--- src/rtl/sram_controller.sv ---
// 32-bit CPU data port onto a 16-bit asynchronous SRAM.
// Each word access is split into a low and a high halfword phase.
module sram_controller #(
   parameter int unsigned BASE_ADDR   = 1024,
   parameter int unsigned WAIT_CYCLES = 2
) (
   input  logic        clk,
   input  logic        rst,
   input  logic        wr_en,
   input  logic        rd_en,
   input  logic [31:0] address,
   input  logic [31:0] write_data,
   output logic [31:0] read_data,
   output logic        ready,
   output logic [17:0] sram_addr,
   output logic [15:0] sram_dq_o,
   input  logic [15:0] sram_dq_i,
   output logic        sram_dq_oe,
   output logic        sram_we_n
);

   typedef enum logic [1:0] {IDLE, LOW, HIGH, DONE} state_t;

   localparam logic [3:0] LAST = 4'(WAIT_CYCLES - 1);

   state_t      state, state_nxt;
   logic [3:0]  cnt, cnt_nxt;
   logic        op_wr, op_wr_nxt;
   logic [31:0] offset;
   logic [16:0] idx;
   logic        last;

   // Addresses below BASE_ADDR wrap silently into the top of the SRAM.
   assign offset = address - 32'(BASE_ADDR);
   assign idx    = offset[18:2];
   assign last   = (cnt == LAST);

   always_ff @(posedge clk) begin
      if (rst) begin
         state     <= IDLE;
         cnt       <= '0;
         op_wr     <= 1'b0;
         read_data <= '0;
      end else begin
         state <= state_nxt;
         cnt   <= cnt_nxt;
         op_wr <= op_wr_nxt;
         if (state == LOW && !op_wr && last)
            read_data[15:0] <= sram_dq_i;
         if (state == HIGH && !op_wr && last)
            read_data[31:16] <= sram_dq_i;
      end
   end

   always_comb begin
      state_nxt  = state;
      cnt_nxt    = cnt;
      op_wr_nxt  = op_wr;
      ready      = 1'b0;
      sram_addr  = '0;
      sram_dq_o  = '0;
      sram_dq_oe = 1'b0;
      sram_we_n  = 1'b1;
      unique case (state)
         IDLE: begin
            ready = !(rd_en || wr_en);
            if (rd_en || wr_en) begin
               op_wr_nxt = wr_en;
               cnt_nxt   = '0;
               state_nxt = LOW;
            end
         end
         LOW: begin
            sram_addr = {idx, 1'b0};
            if (op_wr) begin
               sram_dq_o  = write_data[15:0];
               sram_dq_oe = 1'b1;
               sram_we_n  = 1'b0;
            end
            if (last) begin
               cnt_nxt   = '0;
               state_nxt = HIGH;
            end else begin
               cnt_nxt = cnt + 4'd1;
            end
         end
         HIGH: begin
            sram_addr = {idx, 1'b1};
            if (op_wr) begin
               sram_dq_o  = write_data[31:16];
               sram_dq_oe = 1'b1;
               sram_we_n  = 1'b0;
            end
            if (last) begin
               cnt_nxt   = '0;
               state_nxt = DONE;
            end else begin
               cnt_nxt = cnt + 4'd1;
            end
         end
         DONE: begin
            ready     = 1'b1;
            cnt_nxt   = '0;
            state_nxt = IDLE;
         end
         default: state_nxt = IDLE;
      endcase
   end

endmodule

--- config.mk ---
export PLATFORM = sky130hd
export DESIGN_NAME = sram_controller
export DESIGN_NICKNAME = d
export VERILOG_FILES = /design/src/rtl/sram_controller.sv
export SDC_FILE = /design/constraint.sdc
export NUM_CORES = 1
export LEC_CHECK = 0
export CAP_MARGIN = 25
export CORE_ASPECT_RATIO = 2
export CORE_MARGIN = 3
export CORE_UTILIZATION = 55
export DETAILED_ROUTE_END_ITERATION = 7
export DONT_BUFFER_PORTS = 1
export PLACE_DENSITY = 0.82
export SKIP_CTS_REPAIR_TIMING = 1
export SYNTH_ARGS = -nofsm -noshare
export SYNTH_HDL_FRONTEND = slang
export SYNTH_SLANG_ARGS = --single-unit
--- constraint.sdc ---
create_clock -name clk -period 2.2 [get_ports clk]
set_input_delay 0.55 -clock clk [delete_from_list [all_inputs] [get_ports clk]]
set_output_delay 0.55 -clock clk [all_outputs]
set_load 0.1 [all_outputs]
==> reports/metrics.yaml, run 1 <==
pin_count: 153
synth_top_family_by_area: "simple AND/OR/NAND/NOR gates"
start_util_pct: 58.0
syn-cell-area_sq_mm: 0.00227
syn_avg_cell_area_sq_um: 8.89
synth_compound_area_share_pct: 9.90
ys_ff_latch: 39
synth_flop_cell: "dfxtp_1"
lastStage: "global routing (5_1_grt)"
synth_fa_ha_area_share_pct: 4.40
synth-seq-area-share_pct: 34.3
synth_mux_area_share_pct: 15.4
io_buffers: 0
synth_xor_area_share_pct: 0.770
num_rows: 32
ys_async_sr_fraction_pct: 0
post_synth_num_cell_types: 38
dp_hpwl_mm: 5.91
synth_nets: 348
cts_max_path_buffers: 2
die_x_microns: 51.5
yosys.area_share.simple_pct: 30.1
tool.error: "[ERROR DPL-0038] Utilization greater than 100%, impossible to legalize"
routabilityCongestion: 0.802
status: "did not finish"
place_ws_ps: -270
h-tree-depth: 2
root_buffer: "clkbuf_8"
cts.sinks: 39
postGrtWorstEndpoint: "sram_addr[17]"
synth-warning-count: 0
syn_inst: 256
cts_inserted_buffers: 5
synth-edff-count: 0
die_y_microns: 97.0
grt_max_degree: 59
worstEndpointType: "top-level output"
## kinds of logic after synthesis
group           count (synthesis)
buf+inv                        23
simple gates                  116
mux                            35
flops                          39
xor+xnor                        2
compound gates                 33
fa+ha+maj                       8
## per-stage QoR
stage / instance area (sq um) / TNS (ps) / util (%) / std cells
floorplan: 2730 / -2910 / - / 256
global placement: 3520 / -838 / 89.7 / 362
detailed placement: 3520 / -1030 / 89.7 / 362
CTS: 3630 / -6960 / 92.4 / 370
## synth_stat cells, types with 2 or more instances
cell type	instances	area, sq um
nand2b_1	53	332
dfxtp_1	39	781
mux2i_1	35	350
nor2_1	25	93.8
a22oi_1	17	128
clkbuf_1	12	45.0
and2_1	10	62.6
a21oi_1	8	40.0
ha_1	8	100
nand2_1	8	30.0
inv_1	6	22.5
o31ai_1	3	22.5
buf_2	2	10.0
buf_6	2	22.5
nand4b_1	2	17.5
nor2b_1	2	12.5
o21ai_0	2	10.0
or2_2	2	12.5
==> run 2: changes to the inputs <==
--- a/config.mk
+++ b/config.mk
@@ -6,12 +6,11 @@
 export NUM_CORES = 1
 export LEC_CHECK = 0
 export CAP_MARGIN = 25
-export CORE_ASPECT_RATIO = 2
 export CORE_MARGIN = 3
-export CORE_UTILIZATION = 55
+export CORE_UTILIZATION = 40
 export DETAILED_ROUTE_END_ITERATION = 7
 export DONT_BUFFER_PORTS = 1
-export PLACE_DENSITY = 0.82
+export PLACE_DENSITY_LB_ADDON = 0.15
 export SKIP_CTS_REPAIR_TIMING = 1
 export SYNTH_ARGS = -nofsm -noshare
 export SYNTH_HDL_FRONTEND = slang
==> constraint.sdc (replaced) <==
create_clock -name clk -period 2.9 [get_ports clk]
set_input_delay 0.725 -clock clk [delete_from_list [all_inputs] [get_ports clk]]
set_output_delay 0.725 -clock clk [all_outputs]
set_load 0.1 [all_outputs]
==> reports/metrics.yaml, run 2 <==
largestRegisters: "read_data x32, cnt x4, state x2"
cts.sinks: 39  # unchanged
clock_latency_ps: 290
finClkSkew_ps: 2.48
worstHoldStart: "read_data[31]$_SDFFE_PP0P_"
grt_pass1_vias: 1968
nets: 403
ys_async_sr_fraction_pct: 0  # unchanged
wl_mm: 6.09
antenna_found_initial: 0
synth-seq-area-share_pct: 34.3  # unchanged
drc_errors: 0
synth_top_family_by_area: "simple AND/OR/NAND/NOR gates"
first_iter_violations: 34
synth_mux_area_share_pct: 15.4  # unchanged
die_x_microns: 81.4  # +58%
synth-warning-count: 0  # unchanged
grt_pass1_wl_mm: 9.35
cts_max_path_buffers: 2  # unchanged
h-tree-depth: 2  # unchanged
vias_per_cell: 5.16
fmax_mhz: 353
cts_tree: "built"
finalMaxSlewViolations: 0
worstHoldPathCells: 2
syn2layout_area_growth_pct: 53.2
pin_count: 153  # unchanged
r2r_setup_slack_ps: 1210
worstPathRequired_ps: 2170
grt_usage_pct: 18.3
p_leak_nw: 1.36
synth_compound_area_share_pct: 9.90  # unchanged
cap_violations: 0
synth-edff-count: 0  # unchanged
slew_headroom_pct: 33.4
regMostFlops: "read_data"
cts_inserted_buffers: 5  # unchanged
drtPass1Iterations: 4
layout_common_cells: "53 x nand2b_1, 39 x dfxtp_1, 37 x buf_4"
yosysMostFrequentCell: "nand2b_1"
post_synth_num_cell_types: 38  # unchanged
placedCellCount: 374  # +3.3%
path_clk_slew_ps: 70
crit_type: "in2out"
synth_fa_ha_area_share_pct: 4.40  # unchanged
setup_violations: 0
powerDensity_mw_per_mm2: 912
holdPathEnd: "read_data[31]$_SDFFE_PP0P_"
syn-cell-area_sq_mm: 0.00227  # unchanged
worstPathArrival_ps: 2100
die_area_sq_mm: 0.00663
grt_overflow: 0
num_rows: 26  # -19%
die_y_microns: 81.4  # -16%
path_max_fanout: 4
instances_no_fill: 382
cp-end-kind: "primary output"
status: "finished, final reports clean"
power.total_w: 0.00318
syn_inst: 256  # unchanged
syn_avg_cell_area_sq_um: 8.89  # unchanged
max_stage_delay_ps: 460
timing.rr.start: "cnt[0]$_SDFFE_PP0N_"
finish.utilization_pct: 65.7
r2r_end: "read_data[17]$_SDFFE_PP0P_"
synth_common_cells: "53 x nand2b_1, 39 x dfxtp_1, 35 x mux2i_1"
fin_ws_ps: 70.3
fin_crit_ps: 2830
num_antenna_cells: 0
hold_viol_final: 0
tightestPinTransition_ps: 997
critPathLaunchType: "primary input"
root_buffer: "clkbuf_8"
synth_nets: 348  # unchanged
core_sq_mm: 0.00530
grt_max_degree: 59
rsz0062_at_grt: "false"
synth_top_area_share_pct: 34.3  # unchanged
io_buffers: 0  # unchanged
place_ws_ps: 32.9  # +303 ps
final_common_cell: "nand2b_1"
yosysTopAreaCell: "dfxtp_1"
cpMaxStageDelayCell: "or4_1"
yosys.area_share.simple_pct: 30.1  # unchanged
routabilityCongestion: 0.729  # -9.0%
hold_path.class: "reg2reg"
ir_worst_vdd_uv: 561
fin_crit_sh_pct: 97.6
drive_above_1_share_pct: 40.7
synth_xor_area_share_pct: 0.770  # unchanged
r2r.worst_path.cells: 5
path_cells: "inv_12 > ha_4 > or3b_4 > or4_1 > a21oi_4 > buf_12"
ys_ff_latch: 39  # unchanged
route.vias.total: 1972
synth_area_leaders: "dfxtp_1 34%, mux2i_1 15%, nand2b_1 15%"
synth_flop_cell: "dfxtp_1"
wire_per_inst_microns: 15.9
start_util_pct: 42.9  # -15 points
ant_nets: 0
critPathTopFamily: "simple AND/OR/NAND/NOR gates"
cp_num_buf_inv: 2
dp_hpwl_mm: 4.85  # -18%
largest_reg_flops: 32
==> run 2: kinds of logic after synthesis <==
logic type	count (synthesis)
XOR/XNOR	2
multiplexers	35
AND/OR/NAND/NOR	116
flip-flops	39
adder cells (fa/ha/maj)	8
buffers and inverters	23
AO/OA/AOI/OAI	33
==> run 2: routing by layer <==
metal / track usage [%] / up-vias / share of wire (%)
li1: - / 979 / -
met1: 18.9 / 892 / 37
met2: 33.6 / 95 / 51
met3: 6.91 / 6 / 11
met4: 6.08 / 0 / 1.3
met5: 0 / - / 0
==> run 2: area by class of cell <==
| type | count | area [sq um] |
|---|---|---|
| inverters | 6 | 43.8 |
| fillers | 449 | 1820 |
| clock buffers | 6 | 82.6 |
| multi-input cells | 194 | 1630 |
| well taps | 70 | 87.6 |
| repair buffers | 65 | 830 |
| flip-flops and latches | 39 | 781 |
| clock inverters | 2 | 35.0 |
==> run 2: power by group <==
part | internal [W] | switching, W
registers | 0.000582 | 0.0000898
clock network | 0.000278 | 0.000188
logic | 0.000667 | 0.00137
total | 0.00153 | 0.00165
==> run 2: worst max-delay path by stage <==
stage                          startpoint  depth (start not counted)       endpoint
floorplan                     address[11]                          5  sram_addr[17]
global placement              address[11]                          6  sram_addr[17]
detailed placement            address[11]                          6  sram_addr[17]
CTS                 state[1]$_SDFFE_PP0P_                          6  sram_addr[16]
global route                  address[13]                          4  sram_addr[16]
finish                        address[11]                          6  sram_addr[15]
==> run 2: metrics by stage <==
stage               setup TNS, ps  hold slack, ps  cell area (sq um)
CTS                          -396             480               3460
global route                    0             487               3480
floorplan                    -504             462               2540
global placement                0             465               3350
detailed placement              0             464               3350
finish                          0             478               3480
==> run 2: worst reg2reg max path: cells and delay by family, from the launching register on <==
kind / cells / cell delay, ps
buffers and inverters: 1 / 260
flip-flops: 1 / 410
multiplexers: 1 / 230
adder cells (fa/ha/maj): 1 / 190
AND/OR/NAND/NOR: 2 / 530
(Power assumes the default switching activity.)
==> run 3: changes to the inputs <==
--- a/config.mk
+++ b/config.mk
@@ -8,10 +8,12 @@
 export CAP_MARGIN = 25
 export CORE_MARGIN = 3
 export CORE_UTILIZATION = 40
+export CTS_CLUSTER_DIAMETER = 120
 export DETAILED_ROUTE_END_ITERATION = 7
 export DONT_BUFFER_PORTS = 1
 export PLACE_DENSITY_LB_ADDON = 0.15
 export SKIP_CTS_REPAIR_TIMING = 1
+export SLEW_MARGIN = 10
 export SYNTH_ARGS = -nofsm -noshare
 export SYNTH_HDL_FRONTEND = slang
 export SYNTH_SLANG_ARGS = --single-unit
==> results of run 3 <==
Final layout, timing and power as in run 2 (identical DEF).
==> run 4: changes to the inputs <==
--- a/config.mk
+++ b/config.mk
@@ -12,7 +12,6 @@
 export DETAILED_ROUTE_END_ITERATION = 7
 export DONT_BUFFER_PORTS = 1
 export PLACE_DENSITY_LB_ADDON = 0.15
-export SKIP_CTS_REPAIR_TIMING = 1
 export SLEW_MARGIN = 10
 export SYNTH_ARGS = -nofsm -noshare
 export SYNTH_HDL_FRONTEND = slang
==> reports/metrics.yaml, run 4 (synthesis results as in run 2) <==
status: "finished, final reports clean"
r2r_end: "read_data[17]$_SDFFE_PP0P_"
cap_violations: 0  # unchanged
path_clk_slew_ps: 70  # about the same
tightestPinTransition_ps: 996  # -1.67 ps
switching_share_pct: 51.9  # about the same
worstPathRequired_ps: 2170  # about the same
grt_usage_pct: 18.4  # +0.092 points
dp_hpwl_mm: 4.85  # unchanged
power.total_w: 0.00317  # about the same
num_antenna_cells: 0  # unchanged
h-tree-depth: 2  # unchanged
die_y_microns: 81.4  # unchanged
regMostFlops: "read_data"
cpMaxStageDelayCell: "or4_1"
critPathTopFamily: "simple AND/OR/NAND/NOR gates"
ir_worst_vdd_uv: 562  # about the same
hold_buffers: 0
fin_hold_ws_ps: 478  # -0.105 ps
clock_latency_ps: 290  # about the same
cp.depth: 6  # unchanged
fin_crit_ps: 2830  # +0.313 ps
crit_type: "in2out"
p_clk_share_pct: 14.7  # about the same
cp-startpoint: "address[11]"
first_iter_violations: 26  # -24%
vias_per_cell: 5.19  # +0.56%
grt_pass1_vias: 1976  # +0.41%
cp_num_buf_inv: 2  # unchanged
cts.sinks: 39  # unchanged
r2r_setup_slack_ps: 1210  # about the same
path_max_fanout: 4  # unchanged
worstPathArrival_ps: 2100  # about the same
finish.utilization_pct: 65.6  # -0.071 points
setup_tns_ps: 0  # unchanged
grt_overflow: 0  # unchanged
critPathLaunchType: "primary input"
drive_above_1_share_pct: 40.7  # unchanged
die_x_microns: 81.4  # unchanged
post_cts_buffers: 0
layout_common_cells: "53 x nand2b_1, 39 x dfxtp_1, 38 x buf_4"
p_int_w: 0.00153  # -0.11%
wl_mm: 6.11  # +0.34%
seqCellArea_sq_um: 781  # unchanged
seq_power_share_pct: 21.2  # about the same
ant_nets: 0  # unchanged
multi_input_area_sq_mm: 0.00163  # unchanged
pin_count: 153  # unchanged
largest_reg_flops: 32  # unchanged
finalMaxSlewViolations: 0  # unchanged
largestRegisters: "read_data x32, cnt x4, state x2"
nets: 403  # unchanged
antenna_found_initial: 0  # unchanged
cts_inserted_buffers: 5  # unchanged
route.vias.total: 1983  # +0.56%
hold_path.class: "reg2reg"
routabilityCongestion: 0.729  # unchanged
finClkSkew_ps: 2.55  # +0.0759 ps
place_ws_ps: 32.9  # unchanged
max_stage_delay_ps: 460  # about the same
syn2layout_area_growth_pct: 53.0
hold_viol_final: 0  # unchanged
start_util_pct: 42.9  # unchanged
grt_max_degree: 59  # unchanged
fin_crit_sh_pct: 97.6  # about the same
cts_max_path_buffers: 2  # unchanged
cp-end-kind: "primary output"
p_leak_nw: 1.36  # about the same
slew_headroom_pct: 33.5  # +0.11 points
rsz0062_at_grt: "false"
drtPass1Iterations: 4  # unchanged
r2r.worst_path.cells: 5  # unchanged
die_area_sq_mm: 0.00663  # unchanged
num_rows: 26  # unchanged
fin_ws_ps: 70.0  # -0.313 ps
crit_end: "sram_addr[15]"
grt_pass1_wl_mm: 9.38  # +0.37%
cts_tree: "built"
num-fill-cells: 448  # -0.22%
powerDensity_mw_per_mm2: 912  # about the same
drc_errors: 0  # unchanged
path_cells: "inv_12 > ha_4 > or3b_4 > or4_1 > a21oi_4 > buf_12"
root_buffer: "clkbuf_8"
core_sq_mm: 0.00530  # unchanged
fmax_mhz: 353  # about the same
wire_per_inst_microns: 16.0  # +0.34%
combPwrFrac_pct: 64.1  # about the same
setup_violations: 0  # unchanged
final_common_cell: "nand2b_1"
io_buffers: 0  # unchanged
switchingPower_w: 0.00165  # about the same
timing.rr.start: "cnt[0]$_SDFFE_PP0N_"
[run 4: cell type report]
cell class | instances | area share (%)
sequential | 39 | 22.4
multi-input combinational | 194 | 46.7
clock buffer | 6 | 2.37
tap | 70 | 2.52
inverter | 6 | 1.26
timing repair buffer | 65 | 23.7
clock inverter | 2 | 1.01
[run 4: per-stage QoR]
step           instances  instance area (sq um)
2_1_floorplan        256                   2540
3_3_place_gp         374                   3350
3_5_place_dp         374                   3350
4_1_cts              382                   3470
5_1_grt              382                   3480
6_report             382                   3480
[run 4: per-layer routing]
layer  global-route usage [%]  share of wire [%]  vias to the layer above
met3                     6.91                 11                        4
met2                     33.7                 52                      104
met1                     19.1                 36                      894
met4                     6.08               0.79                        0
met5                        0                  0                        -
li1                         -                  -                      981
[run 4: repair_timing]
action | in CTS | in global routing
gates resized for setup | 3 | 1
pin swaps | 0 | 1
endpoints found under the setup margin | 9 | 5
[run 4: worst register-to-register path: stages (launching register included)]
cell and delay [ps]:
dfxtp_1 410, ha_1 190, nor4b_2 350, and2_1 180, buf_4 260, mux2i_1 230
[run 4: how the worst min path moves through the flow]
stage	from	endpoint	slack, ps	cells past startpoint
detailed placement	read_data[16]$_SDFFE_PP0P_	read_data[16]$_SDFFE_PP0P_	460	2
CTS	read_data[16]$_SDFFE_PP0P_	read_data[16]$_SDFFE_PP0P_	480	2
global route	rst	cnt[0]$_SDFFE_PP0N_	480	1
global placement	read_data[16]$_SDFFE_PP0P_	read_data[16]$_SDFFE_PP0P_	460	2
finish	read_data[31]$_SDFFE_PP0P_	read_data[31]$_SDFFE_PP0P_	480	2
floorplan	cnt[1]$_SDFFE_PP0N_	cnt[1]$_SDFFE_PP0N_	460	2
[run 4: power by group through the flow]
stage	combinational [W]	sequential, W	clock [W]
floorplan	0.00141	0.000780	0
global placement	0.00198	0.000681	0
detailed placement	0.00201	0.000685	0
CTS	0.00203	0.000673	0.000477
global route	0.00213	0.000679	0.000505
finish	0.00204	0.000673	0.000466
==> RTL change: new RTL, flow settings as in run 2 <==
Re-encode `state_t` (4 states) as one-hot, 4 bits wide.
--- a/src/rtl/sram_controller.sv
+++ b/src/rtl/sram_controller.sv
@@ -19,7 +19,7 @@
    output logic        sram_we_n
 );
 
-   typedef enum logic [1:0] {IDLE, LOW, HIGH, DONE} state_t;
+   typedef enum logic [3:0] {IDLE = 4'b0001, LOW = 4'b0010, HIGH = 4'b0100, DONE = 4'b1000} state_t;
 
    localparam logic [3:0] LAST = 4'(WAIT_CYCLES - 1);
 
Behaviour: no difference found for any inputs over 10 cycles, from zero or initial values and one cycle with rst high; not proved beyond that.
==> RTL change against run 2 <==
- highest routed layer unchanged
- critical path depth down 1
- sequential cell count up 2
- routed wire length down 3.7%
- setup slack better by 0.090 ns
- first-iteration DRC count rose to 3.5 times the old value
- synthesized cell count up 7.8%
- sequential share of layout area up 3.5 points
- design area down 8.9%
- largest cell class unchanged
- cell count up 2.1%
- area after synthesis down 6.1%
- via count up 6.8%
- hold slack worse by 0.019 ns
Power is not compared: it rests on default switching activity, and its combinational part moved more than twofold at a synthesized area within 25%.
==> RTL change: results (changes against run 2) <==
Yosys
  • Syn Nets: 363 (was 348)
  • Synth cell count leaders: nand2_1 (60), dfxtp_1 (41), a21oi_1 (37), a22oi_1 (17), nor2b_1 (16) (was nand2b_1 (53), dfxtp_1 (39), mux2i_1 (35), nor2_1 (25), a22oi_1 (17))
  • Sequential share of the synthesized area: 0.384 (was 0.343)
  • Distinct cells, synth: 41 (was 38)
  • Top area cells in the synthesized netlist: dfxtp_1 (38%), nand2_1 (11%), a21oi_1 (8.7%) (was dfxtp_1 (34%), mux2i_1 (15%), nand2b_1 (15%))
  • Adder-Cell Fraction of Synth Area: 0.0176 (was 0.0440)

Detailed routing
  • Met2 wire len: 3010 µm (was 3120 µm)
  • DR WL/cell: 15.0 µm (was 15.9 µm)
  • Initial DRC count: 119 (was 34)
  • Via Count: 2,107 (was 1,972)

Worst setup path
  • Crit path largest cell delay: 0.58 ns (was 0.46 ns)
  • Worst R2R Setup Slack: 0.65 ns (was 1.21 ns)
  • Critical path capture point: sram_addr[16] (was sram_addr[15])
  • Worst R2R Start: cnt[0]$_SDFFE_PP0P_ (was cnt[0]$_SDFFE_PP0N_)
  • Worst setup startpoint: address[14] (was address[11])

Final layout
  • Seq cells: 41 (was 39)
  • Multi-In Gates: 207 (was 194)
  • FF/Latch Area: 821 µm² (was 781 µm²)
  • Nonclk inv count: 5 (was 6)
  • Biggest regs: read_data: 32 flops, cnt: 4 flops, state: 4 flops (was read_data: 32 flops, cnt: 4 flops, state: 2 flops)
  • Layout cells sized above 1: 0.350 (was 0.407)
  • Nets: 409 (was 403)
  • CLK BUF: 7 (was 6)

GRT
  • Met3 Use GR: 0.0680 (was 0.0691)
  • Met2 usage: 0.333 (was 0.336)
  • Overall Global Routing Usage: 0.188 (was 0.183)
  • GR Util met1: 0.215 (was 0.189)

Min path
  • Min-Delay Endpoint: read_data[5]$_SDFFE_PP0P_ (was read_data[31]$_SDFFE_PP0P_)
  • Hold_sp: read_data[5]$_SDFFE_PP0P_ (was read_data[31]$_SDFFE_PP0P_)

Placed design
  • Placed cell area: 3050 µm² (was 3350 µm²)
  • DP HPWL: 4380 µm (was 4850 µm)

Status
  • Status: finished clean (unchanged)

Floorplanning
  • Core area: 4940 µm² (was 5300 µm²)

Timing
  • Worst Clk Skew: 0.00914 ns (was 0.00248 ns)
## RTL change: cell types whose count changed in the layout (fill, tap and decap cells not counted), sizes merged, moves of 12 or more
cell and delta:
a21oi +29, nand2b -53, nor2 -12, nand2 +61, mux2i -34, nor2b +14
## RTL change: per-stage QoR
step | power, mW | setup TNS (ns) | hold WS [ns] | setup slack [ns] | instances
4_1_cts | 1.28 | 0 | 0.459 | 0.100 | 390
2_1_floorplan | 0.771 | -1.54 | 0.445 | -0.377 | 276
5_1_grt | 1.32 | 0 | 0.481 | 0.0487 | 390
3_5_place_dp | 0.821 | 0 | 0.448 | 0.141 | 382
6_report | 1.27 | 0 | 0.459 | 0.161 | 390
3_3_place_gp | 0.818 | 0 | 0.442 | 0.161 | 382
## RTL change: critical path, delay by kind of cell
kind | cells | cell delay [ns]
and+or+nand+nor | 3 | 0.95
buffers and inverters | 1 | 0.18
xor gates and xnor gates | 1 | 0.15
